===== src/rtl/div_radix2_pkg.sv =====
// Shared definitions for the radix-2 restoring divider: state encodings,
// default widths and the {HI, LO} field positions inside the result word.
package div_radix2_pkg;

    localparam int DIV_WIDTH = 32;
    localparam int DIV_CNT_W = 6;

    typedef enum logic [1:0] {
        DIV_IDLE = 2'd0,
        DIV_ZERO = 2'd1,
        DIV_ON   = 2'd2,
        DIV_END  = 2'd3
    } divState_e;

    localparam int LO_LSB = 0;
    localparam int LO_MSB = DIV_WIDTH - 1;
    localparam int HI_LSB = DIV_WIDTH;
    localparam int HI_MSB = 2 * DIV_WIDTH - 1;

endpackage


===== src/rtl/div_radix2.sv =====
// Multi-cycle radix-2 restoring divider for DIV/DIVU in the execute stage.
// Stalls the pipeline while busy and returns {remainder, quotient} for HI/LO.
module div_radix2
    import div_radix2_pkg::*;
#(
    parameter int WIDTH = DIV_WIDTH,
    parameter int CNT_W = DIV_CNT_W
) (
    input  logic                 clk,
    input  logic                 resetn,
    input  logic                 start_i,
    input  logic                 signed_i,
    input  logic [WIDTH-1:0]     opdata1_i,
    input  logic [WIDTH-1:0]     opdata2_i,
    input  logic                 annul_i,
    output logic                 stall_o,
    output logic                 ready_o,
    output logic [2*WIDTH-1:0]   result_o
);

    divState_e            state, nextState;
    logic [CNT_W-1:0]     cnt;
    logic [WIDTH-1:0]     dvdQuo;   // dividend bits shift out the top as quotient bits shift in
    logic [WIDTH-1:0]     divisor;
    logic [WIDTH-1:0]     partRem;
    logic                 signQ, signR;
    logic [2*WIDTH-1:0]   resultReg;

    logic                 accept;
    logic                 lastIter;
    logic [WIDTH-1:0]     absA, absB;
    logic [WIDTH:0]       shifted, trial;
    logic [WIDTH-1:0]     stepRem, stepQuo, quoFix, remFix;

    assign accept   = start_i & ~annul_i;
    assign lastIter = (cnt == CNT_W'(WIDTH - 1));

    // NOTE: every variable assigned in always_comb gets a default first so no latch is inferred.
    always_comb begin
        absA    = (signed_i & opdata1_i[WIDTH-1]) ? -opdata1_i : opdata1_i;
        absB    = (signed_i & opdata2_i[WIDTH-1]) ? -opdata2_i : opdata2_i;
        shifted = {partRem, dvdQuo[WIDTH-1]};
        trial   = shifted - {1'b0, divisor};
        stepRem = shifted[WIDTH-1:0];
        stepQuo = {dvdQuo[WIDTH-2:0], 1'b0};
        if (!trial[WIDTH]) begin
            stepRem = trial[WIDTH-1:0];
            stepQuo = {dvdQuo[WIDTH-2:0], 1'b1};
        end
        quoFix = signQ ? -stepQuo : stepQuo;
        remFix = signR ? -stepRem : stepRem;
    end

    // NOTE: sequential state uses non-blocking assignments so all registers update together.
    always_ff @(posedge clk or negedge resetn) begin
        if (!resetn) begin
            state <= DIV_IDLE;
        end else begin
            state <= nextState;
        end
    end

    always_comb begin
        nextState = state;
        if (annul_i) begin
            nextState = DIV_IDLE;
        end else begin
            case (state)
                DIV_IDLE: if (start_i) nextState = (opdata2_i == '0) ? DIV_ZERO : DIV_ON;
                DIV_ZERO: nextState = DIV_END;
                DIV_ON:   if (lastIter) nextState = DIV_END;
                DIV_END:  nextState = DIV_IDLE;
                default:  nextState = DIV_IDLE;
            endcase
        end
    end

    always_comb begin
        stall_o  = accept & (state != DIV_END);
        ready_o  = (state == DIV_END) & ~annul_i;
        result_o = resultReg;
    end

    // The result is captured on entry to END so it is valid during the ready
    // cycle and holds afterwards until the next completion.
    always_ff @(posedge clk or negedge resetn) begin
        if (!resetn) begin
            cnt       <= '0;
            dvdQuo    <= '0;
            divisor   <= '0;
            partRem   <= '0;
            signQ     <= 1'b0;
            signR     <= 1'b0;
            resultReg <= '0;
        end else begin
            case (state)
                DIV_IDLE: begin
                    if (accept && opdata2_i != '0) begin
                        cnt     <= '0;
                        dvdQuo  <= absA;
                        divisor <= absB;
                        partRem <= '0;
                        signQ   <= signed_i & (opdata1_i[WIDTH-1] ^ opdata2_i[WIDTH-1]);
                        signR   <= signed_i & opdata1_i[WIDTH-1];
                    end
                end
                DIV_ON: begin
                    partRem <= stepRem;
                    dvdQuo  <= stepQuo;
                    cnt     <= cnt + CNT_W'(1);
                end
                default: ;
            endcase
            if (nextState == DIV_END) begin
                resultReg <= (state == DIV_ZERO) ? '0 : {remFix, quoFix};
            end
        end
    end

endmodule


===== config.mk =====
export PLATFORM = sky130hd
export DESIGN_NAME = div_radix2
export DESIGN_NICKNAME = d
export VERILOG_FILES = /design/src/rtl/div_radix2_pkg.sv /design/src/rtl/div_radix2.sv
export SDC_FILE = /design/constraint.sdc
export NUM_CORES = 1
export LEC_CHECK = 0
export BUFFER_PORTS_ARGS = -buffer_cell sky130_fd_sc_hd__buf_2
export CAP_MARGIN = 40
export CORE_UTILIZATION = 40
export CTS_CLUSTER_SIZE = 12
export DETAILED_ROUTE_END_ITERATION = 8
export PLACE_DENSITY_LB_ADDON = 0.1
export SETUP_SLACK_MARGIN = 0.1
export SYNTH_ARGS = -nofsm -noshare
export SYNTH_HDL_FRONTEND = slang
export SYNTH_SLANG_ARGS = --single-unit

===== constraint.sdc =====
create_clock -name clk -period 5.6 [get_ports clk]
set_clock_uncertainty 0.2 [all_clocks]
set_input_delay 0.28 -clock clk [delete_from_list [all_inputs] [get_ports clk]]
set_output_delay 0.28 -clock clk [all_outputs]
set_load 0.05 [all_outputs]

==> results.ini, run 1 <==
[floorplanning]
die_h_um=177.8
num_io_pins=135
die_w_um=177.8
core_region_area_mm2=0.03003
start_util_pct=41.15
row_count=63
dieArea_mm2=0.03161

[sta]
slew_viol_final=0
hold_slack_ns=0.009927
final-setup-viol-count=0
tightest_slew_ns=0.8286
fin_crit_sh_pct=91.39
timing.fmax_ghz=0.1954
max_slew_margin_pct=44.76
fin_tns_setup_ns=0
final_hold_viol_count=0
rsz0062_at_grt=false
fin_crit_ns=5.118

[detailed_routing]
ant_nets=0
first_pass_iters=6
totalWireLength_um=38320
drt_first_iter_violations=983
viasPerCell=5.541
wl_per_cell_um=18.68
post-route-drc-count=0
via_count=11364

[synth]
yosys.area.top_type=dfrtp_1
synth-async-reset-ratio_pct=100.0
yosys_warnings=0
synth-seq-cells=170
synth_cell_types=96
synth_area_leaders=dfrtp_1 34%, o21ai_0 7.7%, nand2_1 7.6%
yosysSeqAreaShare_pct=34.42
synth_top_area_share_pct=34.42
synth_edf_count=0
synth_area_per_cell_um2=8.099
synth_flop_cell=dfrtp_1
synth_cells=1526
synth_area_mm2=0.01236
syn_nets=1637

[cells_and_area]
final_area_mm2=0.01428
fill_cells=3016
utilization_pct=47.56
drive_gt1_share_pct=14.21
nNetsFinal=1759
area_growth_pct=15.56
seq_area_mm2=0.004254
multi_input_area_mm2=0.007532
diodes=0

[critical_path]
worstSetupStartpointType=flip-flop
crit_type=flip-flop to flip-flop
cp.arrival_ns=5.22
worstPathRequired_ns=5.70
cp_max_fo=10
crit_path_end_kind=flip-flop

[clocking]
cts_root_buffer=clkbuf_16
max-clock-path-buffers=2
numCtsBuffers=17
clkLatencyLatePin_ns=0.44
postCtsSetupBuffers=0
path_clk_slew_ns=0.08
clkSinkCount=170
cts_max_level=4
cts_tree=done

[global_routing]
grt_pass1_wl_um=61000
top_usage_layer=met2
grt_use_met3_pct=3.149
use_met1_pct=37.74
met2_usage_pct=37.74
grt_max_degree=87
overflow=0
grt_pass1_vias=10775
antenna_found_initial=0
grt_util_all_layers_pct=25.07

[status]
status=complete, no violations

[placed_design]
dpl.hpwl_um=29050
routabilityCongestion=0.9302
io_buffers=134
placed_area_mm2=0.01342

[pwr]
finalPower_w=0.007266
p_leak_nw=6.446
ir_drop_mv=0.2519
p_per_area_mw_per_mm2=508.8

[min_path]
hold_class=primary input to flip-flop

[run]
maxCapViolations=0

-- registers in the layout, indices dropped and copies added, names as in the netlist --
register	cells
state	2
divisor	32
signR	1
dvdQuo	32
cnt	6
signQ	1
partRem	32
result_o	64
-- worst max-delay path, stage by stage, from the launching register on --
cell,delay [ns]
dfrtp_1,0.45
inv_1,0.07
ha_1,0.23
fa_1,0.48
nor2b_4,0.18
o31a_4,0.17
o2111a_1,0.25
o21ai_2,0.10
a21oi_4,0.27
nor2_8,0.08
inv_8,0.09
nor2_1,0.04
a21oi_1,0.21
ha_1,0.27
o221ai_1,0.15
nor4_2,0.35
nand4_1,0.18
mux2i_2,0.36
nand3_2,0.22
o41ai_2,0.40
xnor2_1,0.15
o21ai_1,0.07
-- cell usage in the layout (no fill, tap or decap), types with 6 or more instances in the layout --
cell type	count
a21o_1	14
a21oi_1	108
a31oi_1	19
and2_1	16
and3_1	9
buf_2	133
buf_4	22
clkbuf_16	17
dfrtp_1	170
dlygate4sd3_1	26
ha_1	40
inv_1	62
inv_6	6
mux2i_1	29
nand2_1	250
nand2b_1	7
nand3_1	13
nand4_1	14
nor2_1	104
nor2b_1	8
nor3_1	33
nor4_1	10
o21a_1	7
o21ai_0	189
o21ai_1	13
o31a_1	6
o31ai_1	37
or3_1	19
or4_1	11
xnor2_1	62
xor2_1	70
-- cell usage after synthesis, types with 6 or more instances --
cell and n:
a21oi_1 108, and3_1 9, xor2_1 70, nand3_1 13, o21a_1 7, nor2b_1 8, nand4_1 14, o31ai_1 37
xnor2_1 62, or3_1 19, a31oi_1 19, nand2_1 250, inv_1 62, nor4_1 11, o21ai_1 13, o21ai_0 189
nor3_1 33, a21o_1 15, nand2b_1 7, ha_1 41, and2_1 16, or4_1 11, o31a_1 6, nor2_1 104
dfrtp_1 170, clkbuf_1 56, mux2i_1 30, buf_2 16
-- final cells by class --
class / count / share of cell area, %
clock buffers: 19 / 3.031
clock inverters: 13 / 1.086
inverters: 64 / 1.735
multi-input cells: 1210 / 52.74
flip-flops and latches: 170 / 29.79
well taps: 390 / 3.417
repair buffers: 185 / 8.208
-- path summary, 6_finish.rpt --
check	from	endpoint	slack (ns)	cells past startpoint
hold / removal	opdata2_i[29]	divisor[29]$_DFFE_PN0P_	0.01	3
hold reg to reg	result_o[30]$_DFFE_PN0N_	result_o[30]$_DFFE_PN0N_	0.27	2
max in group asynchronous	resetn	divisor[11]$_DFFE_PN0P_	4.11	4
min in group asynchronous	resetn	partRem[8]$_DFFE_PN0P_	0.22	3
setup reg to reg	dvdQuo[31]$_DFFE_PN0P_	result_o[56]$_DFFE_PN0N_	0.48	21
setup / recovery	dvdQuo[31]$_DFFE_PN0P_	result_o[56]$_DFFE_PN0N_	0.48	21
-- stage by stage --
step / setup slack, ns / cells
2_1_floorplan: 0.5365 / 1526
3_3_place_gp: 0.5416 / 1989
3_5_place_dp: 0.2357 / 1993
4_1_cts: 0.2164 / 2051
5_1_grt: 0.1216 / 2051
6_report: 0.4823 / 2051
-- report_power, final --
group,leakage [nW],internal [W],switching [W]
sequential,2.15,0.00169,0.000413
combinational,4.01,0.00120,0.00273
clock,0.284,0.000672,0.000559
-- cells by family (layout without fill, tap and decap cells) --
kind of cell | count (synthesis) | after routing | synth area share [%]
buffers and inverters | 146 | 281 | 4.879
xor gates and xnor gates | 132 | 132 | 9.354
muxes | 32 | 32 | 2.632
DFF | 170 | 170 | 34.42
adders and majority gates | 42 | 42 | 4.313
and+or+nand+nor | 532 | 532 | 20.48
AOI/OAI and AO/OA | 472 | 472 | 23.92
-- per-layer routing --
layer	routed length [µm]	up-vias
li1	-	5634
met4	561	0
met5	0	-
met2	16780	272
met3	1460	28
met1	19510	5430
-- repair_timing --
action                                 CTS  global route
gates resized for setup                  0             3
endpoints found under the hold margin  162             0
hold buffers                            26             0
setup endpoints to repair                0             6
Note: power is estimated with default switching activity, not from simulation.
==> run 2, diff against run 1 <==
PLACE_DENSITY_LB_ADDON = 0.25   (was 0.1)
==> run 2 against run 1 <==
Against the previous run:
- sequential share of layout area up 0.21 points
- final cell count down 0.44%
- die area unchanged
- routed wire length down 5.1%
- largest cell class unchanged
==> results.ini, run 2 (synthesized netlist as in run 1, its figures left out) <==
[floorplanning]
die_w_um=177.8
core_region_area_mm2=0.03003
num_io_pins=135
dieArea_mm2=0.03161
die_h_um=177.8
start_util_pct=41.15
row_count=63

[critical_path]
r2r_end=result_o[56]$_DFFE_PN0N_
worstReg2RegStart=dvdQuo[31]$_DFFE_PN0P_
crit_path_end_kind=flip-flop
cp_max_fo=11
crit_type=flip-flop to flip-flop
r2r_slack_ns=0.39
cp.arrival_ns=5.29
worstSetupStartpointType=flip-flop
worstPathRequired_ns=5.69
ff2ff_path_depth=21

[global_routing]
grt_pass1_vias=10870
antenna_found_initial=0
overflow=0
grt_pass1_wl_um=58280
grt_util_all_layers_pct=23.62
grt_max_degree=81

[detailed_routing]
via_count=11360
drt_first_iter_violations=792
post-route-drc-count=0
viasPerCell=5.563
totalWireLength_um=36370
wl_per_cell_um=17.81
ant_nets=0
first_pass_iters=5

[min_path]
hold_class=primary input to flip-flop
min_to=divisor[27]$_DFFE_PN0P_
hold_depth=3
holdCritStartpoint=opdata2_i[27]

[sta]
fin_crit_ns=5.207
max_slew_margin_pct=40.17
final_hold_viol_count=0
final-setup-viol-count=0
rsz0062_at_grt=true
timing.fmax_ghz=0.1920
fin_tns_setup_ns=0
fin_crit_sh_pct=92.98
slew_viol_final=0
tightest_slew_ns=0.8975

[cells_and_area]
final_common_cell=nand2_1
drive_gt1_share_pct=14.10
largest_register_ffs=64
area_growth_pct=14.75
diodes=0
fin_cells=2042
nNetsFinal=1750
most-common-layout-cells=250 x nand2_1, 189 x o21ai_0, 170 x dfrtp_1
fill_cells=2922

[clocking]
cts_max_level=4
max-clock-path-buffers=2
cts_root_buffer=clkbuf_16
cts_tree=done
path_clk_slew_ns=0.07
clkLatencyLatePin_ns=0.45
clkSinkCount=170
numCtsBuffers=17

[placed_design]
routabilityCongestion=0.9339
post-place-cells=1989
dpl.hpwl_um=27560
io_buffers=134

[pwr]
ir_drop_mv=0.2561
p_leak_nw=6.416
p_per_area_mw_per_mm2=506.7

[run]
maxCapViolations=0

[status]
status=complete, no violations

run 2: how the worst max path moves through the flow:
| stage | startpoint | end | slack (ns) | depth (start not counted) |
|---|---|---|---|---|
| 2_1_floorplan | dvdQuo[31]$_DFFE_PN0P_ | result_o[56]$_DFFE_PN0N_ | 0.54 | 23 |
| 4_1_cts | dvdQuo[31]$_DFFE_PN0P_ | result_o[56]$_DFFE_PN0N_ | 0.21 | 21 |
| 3_3_place_gp | dvdQuo[31]$_DFFE_PN0P_ | result_o[56]$_DFFE_PN0N_ | 0.53 | 21 |
| 3_5_place_dp | dvdQuo[31]$_DFFE_PN0P_ | result_o[56]$_DFFE_PN0N_ | 0.23 | 21 |
| 5_1_grt | dvdQuo[31]$_DFFE_PN0P_ | result_o[56]$_DFFE_PN0N_ | 0.07 | 21 |
| 6_report | dvdQuo[31]$_DFFE_PN0P_ | result_o[56]$_DFFE_PN0N_ | 0.39 | 21 |
run 2: worst max-delay path, stage by stage (launching register included):
cell and delay (ns):
dfrtp_1 0.44, inv_1 0.06, ha_1 0.22, fa_1 0.46, nor2b_4 0.17, o31a_4 0.18, o2111a_1 0.25, o21ai_2 0.08
a21oi_2 0.38, nor2_8 0.09, inv_8 0.09, nor2_1 0.04, a21oi_1 0.22, ha_1 0.27, o221ai_1 0.15, nor4_2 0.36
nand4_1 0.14, mux2i_1 0.37, nand3_2 0.23, o41ai_2 0.42, xnor2_1 0.16, o21ai_1 0.07
run 2: power by group:
part           total (W)  switching, W  internal [W]
clock            0.00120      0.000593      0.000604
sequential       0.00210      0.000409       0.00169
combinational    0.00389       0.00270       0.00119
total            0.00719       0.00370       0.00348
run 2: through the flow:
step                      total power, W  hold WS (ns)  cell area, µm²  util (%)  setup slack, ns
after detailed placement        0.005983        0.1901           13360     44.47           0.2261
after CTS                       0.007206     0.0005432           14170     47.19           0.2108
after floorplan                 0.004930       -0.2156           12360         -           0.5365
after global placement          0.005913        0.1767           13320     44.37           0.5251
after global routing            0.007707       0.03168           14180     47.22          0.07323
final                           0.007187      0.006642           14180     47.22           0.3929
run 2: layout make-up:
class | instances | area [µm²] | share of cell area (%)
Multi-Input combinational cell | 1210 | 7521 | 53.03
Sequential cell | 170 | 4254 | 30.00
Timing Repair Buffer | 176 | 1066 | 7.516
Tap cell | 390 | 488.0 | 3.441
Clock buffer | 17 | 425.4 | 3.000
Inverter | 64 | 247.7 | 1.747
Clock inverter | 15 | 180.2 | 1.270
run 2: routing by layer:
layer	up-vias	track usage [%]	wire length, µm
met5	-	0	0
met4	0	7.799	931
met3	54	3.728	1813
met2	296	37.37	16570
met1	5377	32.70	17050
li1	5633	-	-
run 2: what timing repair did:
action                     in CTS  in global routing
setup buffers                   0                  0
hold buffers                   21                  0
setup endpoints to repair       0                  7
hold endpoints to repair       98                  0
resized for setup               0                  2
==> run 3, diff against run 2 <==
CORE_UTILIZATION = 30   (was 40)
==> run 3 against run 2 <==
Against the previous run:
- clock power about the same
- sequential share of layout area decreased by 0.41 points
- highest routed layer unchanged
- sequential cell count stayed put
- cell area grew 1.4%
- count of clock-buffer cells in the layout is 2 higher
- largest cell class unchanged
- die area increased by 33%
- worst hold slack got worse by 0.0026 ns
- fmax up 4.3%
- via count hardly changed
==> results.ini, run 3 (synthesized netlist as in run 1, its figures left out) <==
[floorplanning]
die_w_um=205.0
core_region_area_mm2=0.04019
start_util_pct=30.75
die_h_um=205.0
num_io_pins=135
dieArea_mm2=0.04201
row_count=73

[critical_path]
crit_type=flip-flop to flip-flop
worstPathRequired_ns=5.71
worstSetupStartpointType=flip-flop
cp.arrival_ns=5.10
cp_max_fo=9
crit_path_end_kind=flip-flop

[sta]
fin_crit_sh_pct=89.11
final-setup-viol-count=0
slew_viol_final=0
fin_tns_setup_ns=0
final_hold_viol_count=0
tightest_slew_ns=0.8916
max_slew_margin_pct=39.91
hold_slack_ns=0.004008
fin_crit_ns=4.990
timing.fmax_ghz=0.2004
rsz0062_at_grt=false

[clocking]
postCtsSetupBuffers=0
path_clk_slew_ns=0.07
cts_tree=done
cts_root_buffer=clkbuf_16
cts_max_level=4
clkLatencyLatePin_ns=0.44
max-clock-path-buffers=2
numCtsBuffers=17
clkSinkCount=170

[cells_and_area]
utilization_pct=35.78
largest_register_ffs=64
diodes=0
nNetsFinal=1748
area_growth_pct=16.35
final_common_cell=nand2_1
fill_cells=4219
drive_gt1_share_pct=13.95
most-common-layout-cells=250 x nand2_1, 189 x o21ai_0, 170 x dfrtp_1

[placed_design]
io_buffers=134
dpl.hpwl_um=30100
routabilityCongestion=0.9011

[detailed_routing]
first_pass_iters=5
via_count=11351
viasPerCell=5.221
ant_nets=0
totalWireLength_um=39680
wl_per_cell_um=18.25
drt_first_iter_violations=731
post-route-drc-count=0

[global_routing]
overflow=0
grt_pass1_vias=10942
antenna_found_initial=0
grt_util_all_layers_pct=19.20
grt_max_degree=79
grt_pass1_wl_um=62650

[status]
status=complete, no violations

[run]
maxCapViolations=0

[pwr]
p_leak_nw=6.425
ir_drop_mv=0.2083
p_per_area_mw_per_mm2=506.3

[min_path]
hold_class=primary input to flip-flop

==> run 3: cell types whose count changed in the layout (fill, tap and decap cells not counted), sizes merged <==
cell         previous run  this run
buf                   155       154
bufinv                  0         2
clkbuf                 17        19
clkinv                 10         3
clkinvlp                0         3
dlygate4sd3            21        20
inv                    69        68
==> run 3: worst paths after layout <==
path	end	slack, ns	depth (start not counted)	start
max in group asynchronous	divisor[14]$_DFFE_PN0P_	3.71	4	resetn
worst max-delay path	result_o[56]$_DFFE_PN0N_	0.61	21	dvdQuo[31]$_DFFE_PN0P_
worst min-delay path	divisor[27]$_DFFE_PN0P_	0.004	3	opdata2_i[27]
worst min register to register	result_o[22]$_DFFE_PN0N_	0.27	2	result_o[22]$_DFFE_PN0N_
worst max register to register	result_o[56]$_DFFE_PN0N_	0.61	21	dvdQuo[31]$_DFFE_PN0P_
min in group asynchronous	result_o[26]$_DFFE_PN0N_	0.15	2	resetn
==> run 3: stage by stage <==
| step | cells | worst slack, ns | total power, W | cell area [µm²] |
|---|---|---|---|---|
| after floorplan | 1526 | 0.5365 | 0.004930 | 12360 |
| after global placement | 2119 | 0.6764 | 0.006024 | 13500 |
| after detailed placement | 2123 | 0.5264 | 0.006063 | 13580 |
| after CTS | 2174 | 0.5145 | 0.007326 | 14370 |
| after global routing | 2174 | 0.1667 | 0.007818 | 14380 |
| final | 2174 | 0.6097 | 0.007280 | 14380 |
==> run 3: what timing repair did <==
action	4_1_cts	5_1_grt
hold endpoints to repair	111	0
gates resized for setup	0	1
endpoints found under the setup margin	0	1
hold buffers	20	0
==> run 3: area by class of cell <==
type | instances | area (µm²) | share of cell area, %
timing repair buffer | 174 | 1107 | 7.700
clock buffer | 19 | 452.9 | 3.150
inverter | 64 | 247.7 | 1.723
tap | 525 | 656.9 | 4.568
clock inverter | 12 | 138.9 | 0.9658
multi-input combinational | 1210 | 7522 | 52.31
sequential | 170 | 4254 | 29.58
==> run 3: worst max-delay path: stages, from the launching register on <==
cell and delay (ns):
dfrtp_1 0.43, inv_1 0.06, ha_1 0.22, fa_1 0.48, nor2b_4 0.17, o31a_4 0.18
o2111a_1 0.25, o21ai_2 0.10, a21oi_4 0.26, nor2_8 0.08, inv_8 0.08, nor2_1 0.04
a21oi_1 0.21, ha_1 0.30, o221ai_1 0.14, nor4_1 0.29, nand4_1 0.14, mux2i_1 0.33
nand3_2 0.23, o41ai_2 0.42, xnor2_1 0.17, o21ai_1 0.07
==> run 3: power breakdown <==
group          internal, W  switching, W  total (W)
combinational      0.00121       0.00274    0.00395
clock             0.000686      0.000546    0.00123
sequential         0.00169      0.000406    0.00210
==> run 3: per-layer routing <==
metal  up-vias  global-route usage (%)  share of wire (%)
met4         0                   5.423                2.0
met5         -                       0                  0
met3        40                   2.339                3.3
met1      5492                   27.39                 49
met2       205                   30.22                 45
li1       5614                       -                  -
